--- src/rtl/fir_pkg.sv ---
// Shared definitions for the folded symmetric FIR controller: state encoding,
// default geometry and the modular ring arithmetic used for buffer addressing.
package fir_pkg;

  localparam int TAPS_DEF     = 21;
  localparam int CENTER_DEF   = (TAPS_DEF - 1) / 2;
  localparam int PIPE_LAT_DEF = 2;

  typedef enum logic [2:0] {
    ST_INIT,
    ST_CLEAR,
    ST_IDLE,
    ST_RUN,
    ST_DRAIN
  } state_t;

  // Operands are already reduced below m, so one conditional correction suffices
  // and the ring never relies on the 2**ADDR_W wrap of the address bus.
  function automatic int mod_add(input int a, input int b, input int m);
    int s;
    s = a + b;
    return (s >= m) ? s - m : s;
  endfunction

  function automatic int mod_sub(input int a, input int b, input int m);
    return (a >= b) ? a - b : a + m - b;
  endfunction

endpackage

--- src/rtl/fir_ring_addr.sv ---
// Circular sample-buffer pointers: write pointer, newest-sample latch and the
// symmetric read pair (newest-k, oldest+k) for the current fold step k.
module fir_ring_addr
  import fir_pkg::*;
#(
  parameter int TAPS   = TAPS_DEF,
  parameter int ADDR_W = 5,
  parameter int CIDX_W = 4
) (
  input  logic              clk,
  input  logic              rst,
  input  logic              i_push,
  input  logic              i_wclr,
  input  logic [CIDX_W-1:0] i_k,
  output logic [ADDR_W-1:0] o_wptr,
  output logic [ADDR_W-1:0] o_rd_a,
  output logic [ADDR_W-1:0] o_rd_b
);

  logic [ADDR_W-1:0] r_wptr;
  logic [ADDR_W-1:0] r_newest;

  // NOTE: sequential state uses non-blocking assignments so every register samples pre-edge values.
  always_ff @(posedge clk or negedge rst) begin
    if (!rst) begin
      r_wptr   <= '0;
      r_newest <= '0;
    end else if (i_wclr) begin
      r_wptr <= '0;
    end else if (i_push) begin
      r_newest <= r_wptr;
      r_wptr   <= ADDR_W'(mod_add(int'(r_wptr), 1, TAPS));
    end
  end

  // Oldest sample sits one slot after the newest, so oldest+k = newest+1+k.
  assign o_wptr = r_wptr;
  assign o_rd_a = ADDR_W'(mod_sub(int'(r_newest), int'(i_k), TAPS));
  assign o_rd_b = ADDR_W'(mod_add(int'(r_newest), int'(i_k) + 1, TAPS));

endmodule

--- src/rtl/fir_fold_ctrl.sv ---
// Sequencer for a folded symmetric FIR: buffer clear, input handshake, one
// pre-add/MAC step per coefficient pair, pipeline drain and output strobe.
module fir_fold_ctrl
  import fir_pkg::*;
#(
  parameter int TAPS     = TAPS_DEF,
  parameter int ADDR_W   = 5,
  parameter int CIDX_W   = 4,
  parameter int PIPE_LAT = PIPE_LAT_DEF
) (
  input  logic              clk,
  input  logic              rst,
  input  logic              in_valid,
  output logic              in_ready,
  input  logic              clr_req,
  output logic              wr_en,
  output logic              wr_zero,
  output logic [ADDR_W-1:0] wr_addr,
  output logic [ADDR_W-1:0] rd_addr_a,
  output logic [ADDR_W-1:0] rd_addr_b,
  output logic [CIDX_W-1:0] coef_idx,
  output logic              mac_en,
  output logic              mac_clr,
  output logic              center,
  output logic              out_valid,
  output logic              busy
);

  localparam int CENTER = (TAPS - 1) / 2;
  localparam int CNT_W  = $clog2((TAPS > PIPE_LAT) ? TAPS : PIPE_LAT);

  state_t             r_state;
  logic [CNT_W-1:0]   r_cnt;
  logic               r_clr_pend;

  logic               w_clr_go;
  logic               w_accept;
  logic               w_clear_done;
  logic [CIDX_W-1:0]  w_k;
  logic [ADDR_W-1:0]  w_wptr;
  logic [ADDR_W-1:0]  w_rd_a;
  logic [ADDR_W-1:0]  w_rd_b;

  assign w_clr_go     = r_clr_pend | clr_req;
  assign w_accept     = (r_state == ST_IDLE) && !w_clr_go && in_valid;
  assign w_clear_done = (r_state == ST_CLEAR) && (r_cnt == CNT_W'(TAPS - 1));
  assign w_k          = CIDX_W'(r_cnt);

  fir_ring_addr #(
    .TAPS   (TAPS),
    .ADDR_W (ADDR_W),
    .CIDX_W (CIDX_W)
  ) u_ring (
    .clk    (clk),
    .rst    (rst),
    .i_push (w_accept),
    .i_wclr (w_clear_done),
    .i_k    (w_k),
    .o_wptr (w_wptr),
    .o_rd_a (w_rd_a),
    .o_rd_b (w_rd_b)
  );

  always_ff @(posedge clk or negedge rst) begin
    if (!rst) begin
      r_state    <= ST_INIT;
      r_cnt      <= '0;
      r_clr_pend <= 1'b0;
    end else begin
      case (r_state)
        ST_INIT: begin
          r_state <= ST_CLEAR;
          r_cnt   <= '0;
        end
        ST_CLEAR: begin
          if (w_clear_done) begin
            r_state    <= ST_IDLE;
            r_cnt      <= '0;
            r_clr_pend <= 1'b0;
          end else begin
            r_cnt <= r_cnt + 1'b1;
          end
        end
        ST_IDLE: begin
          r_cnt <= '0;
          if (w_clr_go)      r_state <= ST_CLEAR;
          else if (in_valid) r_state <= ST_RUN;
        end
        ST_RUN: begin
          if (clr_req) r_clr_pend <= 1'b1;
          if (r_cnt == CNT_W'(CENTER)) begin
            r_state <= ST_DRAIN;
            r_cnt   <= '0;
          end else begin
            r_cnt <= r_cnt + 1'b1;
          end
        end
        ST_DRAIN: begin
          if (clr_req) r_clr_pend <= 1'b1;
          if (r_cnt == CNT_W'(PIPE_LAT - 1)) begin
            r_state <= ST_IDLE;
            r_cnt   <= '0;
          end else begin
            r_cnt <= r_cnt + 1'b1;
          end
        end
        default: begin
          r_state <= ST_INIT;
          r_cnt   <= '0;
        end
      endcase
    end
  end

  // NOTE: every output gets a default before the case so no latch can be inferred.
  always_comb begin
    in_ready  = 1'b0;
    wr_en     = 1'b0;
    wr_zero   = 1'b0;
    wr_addr   = '0;
    rd_addr_a = '0;
    rd_addr_b = '0;
    coef_idx  = '0;
    mac_en    = 1'b0;
    mac_clr   = 1'b0;
    center    = 1'b0;
    out_valid = 1'b0;
    busy      = 1'b0;
    case (r_state)
      ST_CLEAR: begin
        wr_en   = 1'b1;
        wr_zero = 1'b1;
        wr_addr = ADDR_W'(r_cnt);
        busy    = 1'b1;
      end
      ST_IDLE: begin
        in_ready = !w_clr_go;
        wr_en    = w_accept;
        wr_addr  = w_accept ? w_wptr : '0;
      end
      ST_RUN: begin
        mac_en    = 1'b1;
        coef_idx  = w_k;
        rd_addr_a = w_rd_a;
        rd_addr_b = w_rd_b;
        mac_clr   = (r_cnt == '0);
        center    = (r_cnt == CNT_W'(CENTER));
        busy      = 1'b1;
      end
      ST_DRAIN: begin
        out_valid = (r_cnt == CNT_W'(PIPE_LAT - 1));
        busy      = 1'b1;
      end
      default: ;
    endcase
  end

endmodule

--- config.mk ---
export PLATFORM = sky130hd
export DESIGN_NAME = fir_fold_ctrl
export DESIGN_NICKNAME = d
export VERILOG_FILES = /design/src/rtl/fir_pkg.sv /design/src/rtl/fir_ring_addr.sv /design/src/rtl/fir_fold_ctrl.sv
export SDC_FILE = /design/constraint.sdc
export NUM_CORES = 1
export LEC_CHECK = 0
export CORE_MARGIN = 2
export CORE_UTILIZATION = 27
export DETAILED_ROUTE_END_ITERATION = 8
export GPL_ROUTABILITY_DRIVEN = 0
export SLEW_MARGIN = 20
export SYNTH_ARGS = -nofsm -noshare
export SYNTH_HDL_FRONTEND = slang
export SYNTH_SLANG_ARGS = --single-unit
--- constraint.sdc ---
create_clock -name clk -period 3.62 [get_ports clk]
set_input_delay 0.724 -clock clk [delete_from_list [all_inputs] [get_ports clk]]
set_output_delay 0.724 -clock clk [all_outputs]
set_load 0.05 [all_outputs]
Word level (Yosys, flattened, before mapping)
Index checks and enable logic that the tools add are counted.
{"block": "totals", "register_bits": 19, "in_bits": 4, "output_inout_bits": 27}
{"block": "classes", "add_sub_neg": 9, "magnitude_cmp": 3, "n_eq_ne": 12, "mux": 31, "bitwise": 2, "n_reduce_logical": 13}
{"op": "$mux 5", "n": 11}
{"op": "$ge 32x6->1 const B", "n": 1}
{"op": "$mux 3", "n": 5}
{"op": "$pmux 3 s5", "n": 1}
{"op": "$pmux 5 s3", "n": 1}
{"op": "$pmux 5 s2", "n": 1}
{"op": "$sub 5x5->5 const B", "n": 2}
{"op": "$mux 1", "n": 9}
{"op": "$add 5x1->6 const B", "n": 1}
{"op": "$add 5x5->6", "n": 1}
{"op": "$eq 3x2->1 const B", "n": 2}
{"op": "$ge 6x5->1 const B", "n": 1}
{"op": "$add 4x1->5 const B", "n": 1}
{"op": "$add 5x1->5 const B", "n": 1}
{"op": "$add 5x5->5 const B", "n": 1}
{"op": "$eq 5x1->1 const B", "n": 1}
{"op": "$eq 5x4->1 const B", "n": 1}
{"op": "$eq 5x5->1 const B", "n": 1}
{"op": "$ge 5x4->1", "n": 1}
{"op": "$logic_not 5->1", "n": 1}
{"op": "$sub 5x4->5", "n": 1}
{"op": "$sub 5x5->5", "n": 1}
{"op": "$mux 4", "n": 1}
{"op": "$ne 2x1->1 const B", "n": 2}
{"op": "16 further kinds", "n": 21}

Longest topological paths before layout
Gate-level depths: netlist of run 1.
{"block": "depth", "depth_word": 6, "ltp_mapped": 10}

Cells and area by module
A second synthesis of run 1 with hierarchy kept.
{"block": "hier_totals", "hier_cells": 240, "hier_area_um2": 2104.5}
{"mod": "fir_ring_addr", "n_inst": 1, "cells_each": 158, "area_each_um2": 1355.0, "seq_area_each_um2": 250.2}
{"mod": "fir_fold_ctrl", "n_inst": 1, "cells_each": 82, "area_each_um2": 749.5, "seq_area_each_um2": 225.2}

Least setup slack after synthesis of run 1
No wires, ideal clock.
{"block": "synth_timing", "path_kind": "register -> output", "from": "reg r_cnt[1]", "to": "out rd_addr_a[4]", "t_arrival_ns": 3.065, "required_time_ns": 2.896, "setup_slack_ns": -0.169, "stages_incl_launch_ff": 10, "n_path_buf": 0, "path_cell_list": "dfrtp_1 > inv_1 > ha_1 > inv_1 > ha_1 > maj3_1 > a21oi_1 > xnor2_1 > nor2_1 > a211oi_1"}
{"block": "synth_via", "elab_chain_len": 3, "word_cells_on_any_way": 5, "cone_classes": "add/sub (2); order compare (1); mux (2)"}
{"element": "from (decl)", "line": "fir_fold_ctrl.sv:33", "text": "logic [CNT_W-1:0] r_cnt;"}
{"element": "from (signal assigned)", "line": "fir_fold_ctrl.sv:81", "text": "r_cnt <= r_cnt + 1'b1;"}
{"element": "from (signal assigned)", "line": "fir_fold_ctrl.sv:95", "text": "r_cnt <= r_cnt + 1'b1;"}
{"element": "from (signal assigned)", "line": "fir_fold_ctrl.sv:104", "text": "r_cnt <= r_cnt + 1'b1;"}
{"element": "$sub 5x5->5, or another cell as far along", "line": "fir_pkg.sv:26", "text": "return (a >= b) ? a - b : a + m - b;"}
{"element": "$mux 5 (*)", "line": "fir_pkg.sv:26"}
{"element": "$mux 5 (*)", "line": "fir_fold_ctrl.sv:129", "text": "case (r_state)"}
{"element": "to (decl)", "line": "fir_fold_ctrl.sv:19", "text": "output logic [ADDR_W-1:0] rd_addr_a,"}
Mark *: on every way between the ends. The rest lies on a longest branch, timed or not.

Final worst setup path of run 1
{"block": "layout_timing", "from": "reg r_cnt[0]", "to": "out rd_addr_b[1]"}
{"block": "layout_via", "elab_chain_len": 5, "word_cells_on_any_way": 6, "cone_classes": "add/sub (3); order compare (1); mux (2)"}
{"element": "$add 4x1->5 (*)", "line": "fir_ring_addr.sv:39", "text": "assign o_rd_b = ADDR_W'(mod_add(int'(r_newest), int'(i_k) + 1, TAPS));"}
{"element": "$add 5x5->6 (*)", "line": "fir_pkg.sv:21", "text": "s = a + b;"}
{"element": "$ge 32x6->1 / $sub 5x5->5 (equally long branches)", "line": "fir_pkg.sv:22", "text": "return (s >= m) ? s - m : s;"}
{"element": "$mux 5 (*)", "line": "fir_pkg.sv:22"}
{"element": "$mux 5 (*)", "line": "fir_fold_ctrl.sv:129"}
{"element": "to (decl)", "line": "fir_fold_ctrl.sv:20", "text": "output logic [ADDR_W-1:0] rd_addr_b,"}
Marked as above.

==> results of run 1 <==
==> synth_stat cells, types with 2 or more instances <==
library cell	number
xnor2_1	11
mux2i_1	5
nor2_1	27
inv_1	21
a211oi_1	2
o21ai_0	11
xor2_1	6
nand2b_1	3
or2_1	2
o21a_1	2
o21bai_1	2
nor2b_1	2
and2_1	4
nor3_1	2
dfrtp_1	19
a21o_1	4
ha_1	23
nand3_1	6
inv_2	5
fa_1	2
buf_2	5
or3_1	2
a21oi_2	3
clkbuf_1	3
and3_1	2
nand2_1	31
a22oi_1	2
a21oi_1	19
o21ai_1	6
==> worst max path at each step <==
stage                     cells past startpoint            to  slack (ns)
after floorplan                               8  rd_addr_b[0]        0.13
after global placement                        6    wr_addr[3]        0.38
after detailed placement                      6    wr_addr[3]        0.32
after CTS                                     9  rd_addr_b[1]        0.14
after global routing                          9  rd_addr_b[1]        0.03
final                                         9  rd_addr_b[1]        0.18
==> worst register-to-register path, cell delays in order (launching register included) <==
cell      delay, ns
dfrtp_1        0.46
ha_1           0.35
nand2_1        0.10
o32ai_2        0.35
o21ai_0        0.18
xor2_1         0.22
nand2_1        0.08
o211ai_1       0.09
==> layer usage <==
| layer | vias up | track usage [%] | wire (um) |
|---|---|---|---|
| met4 | 0 | 2.58 | 10 |
| met2 | 28 | 21.1 | 2260 |
| met3 | 2 | 1.48 | 155 |
| met5 | - | 0 | 0 |
| li1 | 886 | - | - |
| met1 | 800 | 16.2 | 2260 |
==> through the flow <==
step	hold WS [ns]	instances	instance area, um2	worst slack (ns)	util, %
after global placement	0.541	374	2500	0.385	34.9
after global routing	0.597	378	2550	0.0270	35.5
after floorplan	0.428	248	1980	0.127	-
after detailed placement	0.538	374	2500	0.321	34.9
after CTS	0.555	378	2550	0.145	35.5
final	0.553	378	2550	0.179	35.5
==> cells by family after synthesis <==
| logic type | after synthesis | share of synthesized area [%] |
|---|---|---|
| AO/OA/AOI/OAI | 58 | 19.5 |
| XOR/XNOR | 18 | 8.37 |
| adder cells (fa/ha/maj) | 26 | 17.1 |
| buffers and inverters | 35 | 7.16 |
| flip-flops | 19 | 24.1 |
| multiplexers | 5 | 2.53 |
| AND/OR/NAND/NOR | 87 | 21.2 |
==> area by class of cell <==
class                      count  area (um2)
sequential                    19         475
clock buffer                   3        41.3
clock inverter                 1        5.00
timing repair buffer          36         443
tap                           99         124
multi-input combinational    194        1360
fill                         743        4630
inverter                      26        97.6
==> flip-flops by register name (all words and copies together) (netlist names) <==
signal	count
r_clr_pend	1
r_cnt	5
r_state	3
u_ring.o_wptr	5
u_ring.r_newest	5
==> flow_metrics.env, run 1 <==
export IMPL_crit_arrival_ns=2.72
export IMPL_max_slew_margin_pct=42.9
export IMPL_cts_max_path_buffers=2
export IMPL_fmax_ghz=0.291
export IMPL_synth_edff_count=0
export IMPL_worstHoldPathType="flip-flop to flip-flop"
export IMPL_postSynthAreaPerCell_um2=7.96
export IMPL_fin_crit_sh_pct=95.0
export IMPL_ant_nets=0
export IMPL_syn_instance_count=248
export IMPL_fin_tns_setup_ns=0
export IMPL_grt_pass1_vias=1694
export IMPL_synth_yosys_seq_area_share_pct=24.1
export IMPL_antenna_cells=0
export IMPL_layout_commonest_cell="nand2_1"
export IMPL_hold_viol=0
export IMPL_grt_max_degree=20
export IMPL_outcome="complete, no violations"
export IMPL_critical_path_buf_inv_count=2
export IMPL_setup_worst_path_start="r_cnt[0]"
export IMPL_ys_ff_latch=19
export IMPL_clock_sinks=19
export IMPL_dieArea_um2=8010
export IMPL_yosys_warnings=0
export IMPL_drt_iter0_drc=50
export IMPL_synth_distinct_cells=45
export IMPL_timing_rr_start="u_ring.o_wptr[0]"
export IMPL_drv_cap=0
export IMPL_path_common_cell="ha_1"
export IMPL_ff2ff_setup_slack_ns=1.70
export IMPL_critical_path_max_stage_delay_ns=0.48
export IMPL_drcViolationCount=0
export IMPL_grt_pass1_wl_um=7870
export IMPL_dr_pass1_iters=4
export IMPL_r2r_end="u_ring.o_wptr[3]"
export IMPL_fin_crit_ns=3.44
export IMPL_port_buffers=30
export IMPL_cts_setup_buffers=0
export IMPL_syn_to_final_growth_pct=29.1
export IMPL_vias=1716
export IMPL_syn_cell_area_um2=1970
export IMPL_path_cells="inv_1 -> ha_1 -> fa_1 -> ha_1 -> a21o_1 -> a21oi_2 -> nor2_1 -> mux2i_1 -> buf_12"
export IMPL_clkLatencyLatePin_ns=0.26
export IMPL_tightest_slew_ns=0.854
export IMPL_nNetsFinal=309
export IMPL_hold_path_end="u_ring.r_newest[3]"
export IMPL_hp_start="u_ring.r_newest[3]"
export IMPL_layout_common_cells="nand2_1 (31), nor2_1 (27), ha_1 (23), inv_1 (21)"
export IMPL_cts_buffers=3
export IMPL_syn_num_nets=277
export IMPL_grt_remaining_overflow=0
export IMPL_start_util_pct=27.5
export IMPL_rsz0062_at_grt="false"
export IMPL_worst_path_max_delay_cell="fa_1"
export IMPL_post_dp_hpwl_um=3790
export IMPL_holdPathStages=2
export IMPL_cts_root_buf="clkbuf_8"
export IMPL_tritoncts="built"
export IMPL_dieWidth_um=89.5
export IMPL_die_height_um=89.5
export IMPL_crit_fanout=5
export IMPL_drive_above_1_share_pct=15.4
export IMPL_synth_largest_area_cell="dfrtp_1"
export IMPL_setup_viol=0
export IMPL_ios=31
export IMPL_cts_resized=0
export IMPL_maxSlewViolCount=0
export IMPL_cts_hold_fix_buffers=0
export IMPL_skew_ns=0.0105
export IMPL_via_per_inst=4.54
export IMPL_rr_worst_depth=7
export IMPL_async_flop_share_pct=100
export IMPL_synth_top_area_share_pct=24.1
export IMPL_start_kind="flip-flop"
export IMPL_drt_wl_total_um=4680
export IMPL_coreArea_um2=7180
export IMPL_synthFlopType="dfrtp_1"
export IMPL_path_class="flip-flop to primary output"
export IMPL_antenna_found_initial=0
export IMPL_worstPathRequired_ns=2.90
export IMPL_num_rows=31
export IMPL_synthTopCellsByArea="dfrtp_1 (24%), ha_1 (15%), nand2_1 (5.9%), nor2_1 (5.1%), xnor2_1 (4.9%)"
export IMPL_crit_family="adder cells"
export IMPL_end_kind="primary output"
export IMPL_grt_usage_pct=12.2
export IMPL_wl_per_cell_um=12.4
export IMPL_clk_pin_slew_ns=0.08
export IMPL_cts_htree_levels=1
Power of run 1 is left out: the tool's default activity adds up to more than one toggle a clock period on the data nets, which glitch-free logic cannot reach.
==> run 2, diff against run 1 <==
- HOLD_SLACK_MARGIN: default -> 0.03
==> results of run 2 <==
Same layout as run 1: the final DEF is identical, and so are final timing and power.
Power of run 2 is left out for the same reason.
==> run 3, diff against run 2 <==
- ABC_AREA: default -> 1
==> run 3 against run 2 <==
  * Flip-flop and latch count stayed put
  * Global-route usage is 0.29 points lower
  * First-iteration DRC count rose by 26%
  * Die area is 1.6% higher
  * Synthesized area grew 1.7%
  * Setup slack gained 0.061 ns
  * Via count grew 5.8%
  * Critical endpoint unchanged
==> flow_metrics.env, run 3 <==
export IMPL_layout_common_cells="nand2_1 (45), inv_1 (35), nor2_1 (31), ha_1 (23), nand3_1 (21)"
export IMPL_outcome="complete, no violations"
export IMPL_grt_max_degree=20
export IMPL_maxSlewViolCount=0
export IMPL_synthSimpleGateAreaFrac_pct=33.1
export IMPL_layout_setup_ws_ns=0.241
export IMPL_rsz0062_at_grt="false"
export IMPL_ys_ff_latch=19
export IMPL_synth_common_cells="nand2_1 (45), inv_1 (37), nor2_1 (31), ha_1 (23), nand3_1 (21)"
export IMPL_drt_iter0_drc=63
export IMPL_hold_viol=0
export IMPL_num_rows=31
export IMPL_synth_top_area_share_pct=23.7
export IMPL_synthFlopType="dfrtp_1"
export IMPL_yosys_warnings=0
export IMPL_syn_cell_area_um2=2010
export IMPL_worstSetupEndpoint="rd_addr_b[1]"
export IMPL_syn_num_nets=300
export IMPL_antenna_found_initial=0
export IMPL_tightest_slew_ns=0.952
export IMPL_p_leak_nw=1.21
export IMPL_register_area_um2=478
export IMPL_fillers=775
export IMPL_synth_compound_area_share_pct=11.3
export IMPL_dr_pass1_iters=4
export IMPL_post_place_ws_ns=0.375
export IMPL_crit_arrival_ns=2.66
export IMPL_synthMuxAreaShare_pct=0
export IMPL_synth_fa_ha_area_share_pct=16.3
export IMPL_crit_fanout=7
export IMPL_die_height_um=90.2
export IMPL_antenna_cells=0
export IMPL_grt_remaining_overflow=0
export IMPL_drt_wl_total_um=4810
export IMPL_cts_max_path_buffers=2
export IMPL_cts_root_buf="clkbuf_8"
export IMPL_setup_viol=0
export IMPL_via_per_inst=4.50
export IMPL_drv_cap=0
export IMPL_ant_nets=0
export IMPL_max_slew_margin_pct=36.4
export IMPL_clkLatencyLatePin_ns=0.25
export IMPL_rr_worst_depth=11
export IMPL_grt_usage_pct=11.9
export IMPL_cts_buffers=3
export IMPL_dieArea_um2=8140
export IMPL_whs_ns=0.514
export IMPL_vias=1815
export IMPL_worstPathRequired_ns=2.90
export IMPL_synthTopCellsByArea="dfrtp_1 (24%), ha_1 (14%), nand2_1 (8.4%), inv_1 (6.9%), nor2_1 (5.8%)"
export IMPL_multi_input_area_um2=1330
export IMPL_coreArea_um2=7210
export IMPL_fin_crit_sh_pct=93.4
export IMPL_synth_xor_area_share_pct=5.23
export IMPL_nNetsFinal=334
export IMPL_drive_above_1_share_pct=18.4
export IMPL_async_flop_share_pct=100
export IMPL_path_class="flip-flop to primary output"
export IMPL_grt_pass1_wl_um=8250
export IMPL_skew_ns=0.00208
export IMPL_fmax_ghz=0.296
export IMPL_timing_rr_start="r_cnt[1]"
export IMPL_port_buffers=30
export IMPL_drcViolationCount=0
export IMPL_synth_top_family_by_area="simple AND/OR/NAND/NOR gates"
export IMPL_worstHoldPathType="flip-flop to flip-flop"
export IMPL_clk_pin_slew_ns=0.07
export IMPL_final_cells=403
export IMPL_dp_cells=397
export IMPL_yosysMostFrequentCell="nand2_1"
export IMPL_dieWidth_um=90.2
export IMPL_post_dp_hpwl_um=3770
export IMPL_tritoncts="built"
export IMPL_syn_instance_count=271
export IMPL_clock_sinks=19
export IMPL_start_kind="flip-flop"
export IMPL_cts_htree_levels=1
export IMPL_postSynthAreaPerCell_um2=7.41
export IMPL_wl_per_cell_um=11.9
export IMPL_ff2ff_setup_slack_ns=1.87
export IMPL_max_vdd_ir_drop_uv=393
export IMPL_syn_to_final_growth_pct=24.1
export IMPL_layout_commonest_cell="nand2_1"
export IMPL_synth_largest_area_cell="dfrtp_1"
export IMPL_ios=31
export IMPL_grt_pass1_vias=1805
export IMPL_fin_crit_ns=3.38
export IMPL_setup_worst_path_start="r_cnt[0]"
export IMPL_fin_util_pct=34.5
export IMPL_synth_yosys_seq_area_share_pct=23.7
export IMPL_start_util_pct=27.8
export IMPL_r2r_end="r_state[0]"
export IMPL_synth_distinct_cells=35
export IMPL_powerDensity_nw_per_um2=723
export IMPL_synth_edff_count=0
export IMPL_fin_tns_setup_ns=0
export IMPL_end_kind="primary output"
## run 3: through the flow
stage          total power, W  cell area (um2)
2_1_floorplan         0.00122             2010
3_3_place_gp          0.00163             2430
3_5_place_dp          0.00164             2430
4_1_cts               0.00180             2470
5_1_grt               0.00194             2490
6_report              0.00180             2490
## run 3: worst min-delay path by stage
| stage | from | to | slack, ns | cells after the start |
|---|---|---|---|---|
| after floorplan | rst | r_clr_pend | 0.43 | 0 |
| after global placement | r_cnt[0] | r_cnt[0] | 0.52 | 1 |
| after detailed placement | u_ring.r_newest[3] | u_ring.r_newest[3] | 0.53 | 2 |
| after CTS | u_ring.r_newest[3] | u_ring.r_newest[3] | 0.54 | 2 |
| after global routing | r_cnt[0] | r_cnt[0] | 0.54 | 1 |
| final | r_cnt[0] | r_cnt[0] | 0.51 | 1 |
## run 3: cell type report
type,instances,share of cell area (%)
sequential,19,19.2
inverter,43,6.88
clock buffer,4,1.81
timing repair buffer,33,14.0
multi-input combinational,205,53.2
tap,99,4.97
## run 3: where the power goes
group,internal (W),switching [W]
Clock,0.0000783,0.0000749
Combinational,0.000477,0.000892
Sequential,0.000240,0.0000389
## run 3: worst max-delay path, stage by stage, from the launching register on
cell and delay, ns:
dfrtp_2 0.42, inv_2 0.09, ha_1 0.23, fa_1 0.56, ha_1 0.19, inv_1 0.04, nand2_1 0.09, nand3_2 0.11
nand2_4 0.11, nand3_4 0.10, nand2_1 0.07, nand2_1 0.04, nor2_1 0.18, buf_12 0.17
## run 3: repair_timing
action,4_1_cts,5_1_grt
setup buffers,0,2
gates resized for setup,0,4
endpoints found under the setup margin,0,4
hold buffers,0,0
## run 3: per-layer routing
| metal | up-vias | routed length [um] | track usage (%) | part of all wire (%) |
|---|---|---|---|---|
| met1 | 841 | 2500 | 16.5 | 52 |
| met3 | 2 | 137 | 1.42 | 2.9 |
| met5 | - | 0 | 0 | 0 |
| met2 | 29 | 2150 | 20.0 | 45 |
| met4 | 0 | 16 | 2.18 | 0.33 |
| li1 | 943 | - | - | - |
## run 3: cells by family (layout without fill, tap and decap cells)
logic type / after synthesis / count (layout)
and+or+nand+nor: 130 / 130
buffers and inverters: 47 / 80
AOI/OAI and AO/OA: 38 / 38
adders and majority gates: 25 / 25
DFF: 19 / 19
xor gates and xnor gates: 12 / 12
Note: power is estimated with default switching activity, not from simulation.
